===== src/rtl/timer_compare_unit.sv =====
// timer_compare_unit: prescaled up-counter with N output-compare channels; optional one-shot stop via TIMER_ONESHOT_EN
module timer_compare_unit #(
    parameter int CNT_W = 16,
    parameter int N_CH  = 4,
    parameter int PRE_W = 8
) (
    input  logic                  clk,
    input  logic                  rst,
    input  logic                  i_en,
    input  logic [PRE_W-1:0]      i_prescale,
    input  logic [CNT_W-1:0]      i_period,
    input  logic [N_CH*CNT_W-1:0] i_cmp,
    input  logic [N_CH*3-1:0]     i_mode,
    output logic [CNT_W-1:0]      o_count,
    output logic [N_CH-1:0]       o_ch,
    output logic [N_CH-1:0]       o_match,
    output logic                  o_overflow
`ifdef TIMER_ONESHOT_EN
    ,
    input  logic                  i_oneshot,
    output logic                  o_done
`endif
);
    logic [PRE_W-1:0] pcnt;
    logic             stopped;
    logic             tick;
    logic             wrap;
    logic [CNT_W-1:0] next_count;
    logic [N_CH-1:0]  hit;
    logic [N_CH-1:0]  ch_nxt;

`ifdef TIMER_ONESHOT_EN
    logic en_q;
    assign stopped = o_done;
    // one-shot latch: set on a wrap with i_oneshot, cleared by a rising i_en
    always_ff @(posedge clk or posedge rst) begin
        if (rst) begin
            en_q   <= 1'b0;
            o_done <= 1'b0;
        end else begin
            en_q <= i_en;
            if (i_en && !en_q)
                o_done <= 1'b0;
            else if (tick && wrap && i_oneshot)
                o_done <= 1'b1;
        end
    end
`else
    assign stopped = 1'b0;
`endif

    assign tick       = i_en && !stopped && (pcnt >= i_prescale);
    assign wrap       = o_count >= i_period;
    assign next_count = wrap ? '0 : o_count + 1'b1;

    // per-channel match detection and next waveform value
    always_comb begin
        hit    = '0;
        ch_nxt = '0;
        for (int k = 0; k < N_CH; k++) begin
            hit[k]    = o_count == i_cmp[k*CNT_W +: CNT_W];
            ch_nxt[k] = (i_mode[k*3 +: 3] == 3'd0) ? 1'b0 :
                        !tick                      ? o_ch[k] :
                        (i_mode[k*3 +: 3] == 3'd1) ? o_ch[k] ^ hit[k] :
                        (i_mode[k*3 +: 3] == 3'd2) ? o_ch[k] | hit[k] :
                        (i_mode[k*3 +: 3] == 3'd3) ? o_ch[k] & ~hit[k] :
                        (i_mode[k*3 +: 3] == 3'd4) ? (next_count < i_cmp[k*CNT_W +: CNT_W]) :
                        (i_mode[k*3 +: 3] == 3'd5) ? !(next_count < i_cmp[k*CNT_W +: CNT_W]) :
                        o_ch[k];
        end
    end

    // prescaler, counter and registered outputs
    always_ff @(posedge clk or posedge rst) begin
        if (rst) begin
            pcnt       <= '0;
            o_count    <= '0;
            o_ch       <= '0;
            o_match    <= '0;
            o_overflow <= 1'b0;
        end else begin
            if (stopped)
                pcnt <= '0;
            else if (i_en)
                pcnt <= (pcnt >= i_prescale) ? '0 : pcnt + 1'b1;
            if (tick)
                o_count <= next_count;
            o_ch       <= ch_nxt;
            o_match    <= tick ? hit : '0;
            o_overflow <= tick && wrap;
        end
    end
endmodule


===== config.mk =====
export PLATFORM = sky130hd
export DESIGN_NAME = timer_compare_unit
export DESIGN_NICKNAME = d
export VERILOG_FILES = /design/src/rtl/timer_compare_unit.sv
export SDC_FILE = /design/constraint.sdc
export NUM_CORES = 1
export LEC_CHECK = 0
export ABC_AREA = 1
export CAP_MARGIN = 20
export CORE_MARGIN = 10
export CORE_UTILIZATION = 45
export CTS_BUF_LIST = sky130_fd_sc_hd__clkbuf_4 sky130_fd_sc_hd__clkbuf_8
export CTS_CLUSTER_SIZE = 14
export DETAILED_ROUTE_END_ITERATION = 10
export HOLD_SLACK_MARGIN = 0.05
export PLACE_DENSITY = 0.77
export SKIP_LAST_GASP = 1
export SYNTH_ARGS = -nofsm -noshare
export SYNTH_HDL_FRONTEND = slang
export SYNTH_SLANG_ARGS = --single-unit

===== constraint.sdc =====
create_clock -name clk -period 2.9 [get_ports clk]
set_input_delay 0.29 -clock clk [delete_from_list [all_inputs] [get_ports clk]]
set_output_delay 0.29 -clock clk [all_outputs]
set_load 0.02 [all_outputs]

==> impl_metrics.yaml <==
grt:
  grt_pass1_wl_um: 27300
  use_met2_pct: 34.14
  use_met3_pct: 4.111
  grt_max_degree: 23
  globalRouteTotalUtil_pct: 20.47
  grt_use_met1_pct: 25.70
  grt.busiest_layer: "met2"
  antenna_found_initial: 0
  grt_pass1_vias: 5561
  grt-ovfl-total: 0
yosys:
  yosysUniqueCellTypes: 45
  synth-seq-cells: 33
  synth_nets: 936
  avgSynthCellArea_um2: 6.845
  synth_ff_type: "dfrtp_1"
  syn_area_mm2: 0.005059
  yosys_warnings: 0
  seq_area_frac_synth_pct: 16.32
  synth_cells: 739
  synth-edff-count: 0
  async_reset_ff_share_pct: 100.0
timing:
  setup_slack_ns: -0.3798
  hold_viol_final: 0
  slew_headroom_pct: 63.90
  max_freq_ghz: 0.3049
  tightest_slew_ns: 0.5409
  min_period_ns: 3.280
  slew_violations: 0
  skew_ns: 0.007647
  fin_crit_sh_pct: 113.1
  finalSetupTns_ns: -1.359
  setup_viol: 5
  rsz0062_at_grt: "yes"
clock_network:
  clkTransAtPathRegs_ns: 0.08
  hold_buffers: 0
  numCtsBuffers: 5
  cts_num_sinks: 33
  clockRootBuffer: "clkbuf_8"
  cts.htree.levels: 2
  cts_max_path_buffers: 2
  worstSkewPairLatency_ns: 0.29
  cts_tree: "done"
hold_path:
  worst_hold_path_type: "input port to async pin"
place:
  hpwl_um: 13840
  io_buffers: 127
  gp_congestion: 0.9342
pwr:
  ir_worst_vdd_uv: 300.5
  p_per_area_mw_per_mm2: 496.6
  pwr-share-seq_pct: 18.0
  clock_power_share_pct: 12.9
  power.net_switching_mw: 1.684
  p_int_mw: 2.071
  netSwitchingFraction_pct: 44.85
  cellLeakagePower_nw: 3.913
  combinationalPowerShare_pct: 69.1
route:
  viasPerCell: 5.141
  first_iter_violations: 424
  routed_wl_um: 17090
  postRouteAntennaNets: 0
  detail_route.wl_per_cell_um: 15.78
  drc: 0
  dr.pass1.iters: 5
  vias: 5568
cells_and_area:
  utilization_pct: 69.14
  n_antenna_cell: 0
  area_growth_pct: 49.47
  nFillCells: 879
  layout-drive-gt1-share_pct: 19.19
  fin_nets: 1139
critical_path:
  cp_top_family: "simple AND/OR/NAND/NOR gates"
  crit_arrival_ns: 3.45
  reg2reg_depth: 26
  worst-path-buf-inv: 5
  cp.required_ns: 3.07
  startpoint_type: "input port"
  regToRegSetupSlack_ns: -0.38
  crit_path_frequent_cell: "nand2_1"
  slowest_delay_ns: 0.46
  crit_path_start: "i_period[4]"
  cp_num_cells: 25
  r2r-start: "o_count[1]"
  cp-end-kind: "flop"
  critPathCapture: "o_ch[0]"
  path_max_fanout: 6
  crit_slowest_cell: "clkdlybuf4s50_1"
  worst_r2r_endpoint: "o_ch[2]"
  critPathKind: "input port to flop"
floorplanning:
  io_pins: 128
  row_count: 38
  dieArea_mm2: 0.01588
  die_w_um: 126.0
  start_util_pct: 46.26
  core_mm2: 0.01094
  die_h_um: 126.0
status:
  violations: "negative setup slack"
  status: "finished with violations"
flow_run:
  drv_cap: 0
how the worst min path moves through the flow:
stage | from | end | slack [ns] | depth (start not counted)
final | rst | o_count[2] | 0.34 | 2
after global routing | rst | pcnt[1] | 0.38 | 2
after CTS | rst | o_count[2] | 0.36 | 2
after detailed placement | pcnt[7] | pcnt[7] | 0.55 | 2
after global placement | pcnt[1] | pcnt[1] | 0.54 | 2
after floorplan | rst | o_ch[0] | 0.42 | 1
metal layers:
layer | part of all wire (%) | up-vias
met5 | 0 | -
met4 | 2.4 | 0
met3 | 6.8 | 28
met2 | 47 | 198
met1 | 43 | 2529
li1 | - | 2813
worst register-to-register path, cell delays in order, from the launching register on:
cell	delay, ns
dfrtp_2	0.41
ha_4	0.16
nand2_4	0.06
nor2_4	0.08
inv_2	0.05
nor2_4	0.08
inv_2	0.04
nor2_2	0.08
inv_2	0.06
nor2_4	0.08
inv_2	0.06
nor2_4	0.10
inv_2	0.07
nor3_4	0.19
nand2_2	0.11
a21oi_4	0.28
ha_4	0.25
nand4_1	0.10
a21oi_2	0.07
a2111oi_4	0.37
nand2_1	0.09
nand2_1	0.08
nand3_1	0.08
nand2_1	0.06
nand2_1	0.04
nand2_1	0.05
a21oi_1	0.05
area by class of cell:
type | count | area, um2 | area share, %
inverters | 151 | 571.8 | 7.562
clock buffers | 7 | 90.09 | 1.191
clock inverters | 1 | 30.03 | 0.3972
multi-input cells | 536 | 3910 | 51.71
flip-flops and latches | 33 | 833.3 | 11.02
repair buffers | 215 | 1951 | 25.80
well taps | 140 | 175.2 | 2.317
synthesized netlist by cell type, types with 2 or more instances:
cell,instances,area [um2]
inv_1,137,514.2
dfrtp_1,33,825.8
nor3b_1,2,15.01
buf_4,3,22.52
a221oi_1,3,26.28
buf_2,4,20.02
a31oi_1,2,12.51
o221a_2,2,22.52
o21ai_0,17,85.08
a2111oi_0,2,17.52
nand2_2,2,12.51
xnor2_1,9,78.83
o21ai_1,13,65.06
nor2_2,5,31.28
buf_6,4,45.04
a21oi_2,2,17.52
nand2_1,149,559.3
clkbuf_1,8,30.03
o311ai_0,2,17.52
clkinv_1,2,7.510
o32ai_1,2,17.52
xor2_1,42,367.9
o22ai_1,4,25.02
a21oi_1,47,235.2
nand4_1,16,100.1
nand3_1,25,125.1
a211oi_1,6,45.04
nor2_1,54,202.7
inv_2,12,45.04
nor2_4,5,56.30
ha_1,94,1176
nor3_1,8,40.04
nor4_1,10,62.56
nand3b_1,2,15.01
sequential cells by signal, indices dropped and copies added, names as in the netlist:
name,flops
o_count,16
o_overflow,1
pcnt,8
o_ch,4
o_match,4
per-stage QoR:
stage               area (um2)  setup slack [ns]  instances  hold WS (ns)  total power, mW
floorplan                 5107          -0.04365        739        0.4185            2.039
global placement          6979           -0.5305       1058        0.5362            2.985
detailed placement        6979           -0.5899       1058        0.5478            3.027
CTS                       7355           -0.2840       1080        0.3623            3.632
global route              7561           -0.6499       1083        0.3751            4.074
finish                    7561           -0.3798       1083        0.3373            3.755
kinds of logic (layout without fill, tap and decap cells):
| logic type | after synthesis | count (layout) | share of synthesized area [%] |
|---|---|---|---|
| and+or+nand+nor | 285 | 285 | 25.85 |
| buffers and inverters | 170 | 374 | 13.53 |
| AOI/OAI and AO/OA | 106 | 106 | 12.22 |
| adders and majority gates | 94 | 94 | 23.25 |
| xor gates and xnor gates | 51 | 51 | 8.830 |
| DFF | 33 | 33 | 16.32 |
power by group through the flow:
stage	combinational (mW)	clock (mW)	sequential (mW)
6_report	2.60	0.483	0.677
3_3_place_gp	2.31	0	0.676
3_5_place_dp	2.35	0	0.677
2_1_floorplan	1.28	0	0.756
5_1_grt	2.87	0.511	0.697
4_1_cts	2.47	0.490	0.676
cell usage in the layout (no fill, tap or decap), types with 8 or more instances in the layout:
cell type | Yosys | final
ha_4 | 0 | 15
nand2_1 | 149 | 144
nand4_1 | 16 | 16
inv_1 | 137 | 132
buf_4 | 3 | 85
xor2_1 | 42 | 42
xnor2_1 | 9 | 9
a21oi_1 | 47 | 43
ha_1 | 94 | 79
dfrtp_1 | 33 | 27
o21ai_1 | 13 | 9
o21ai_0 | 17 | 16
nor4_1 | 10 | 10
nand3_1 | 25 | 23
inv_2 | 12 | 17
nor2_1 | 54 | 51
nor2_4 | 5 | 8
clkdlybuf4s50_1 | 0 | 126
what timing repair did:
| item | 4_1_cts | 5_1_grt |
|---|---|---|
| endpoints found under the setup margin | 4 | 5 |
| gates resized for setup | 25 | 27 |
| pin swaps | 20 | 28 |
| buffers inserted | 14 | 4 |
Power figures use the tool's default switching activity.
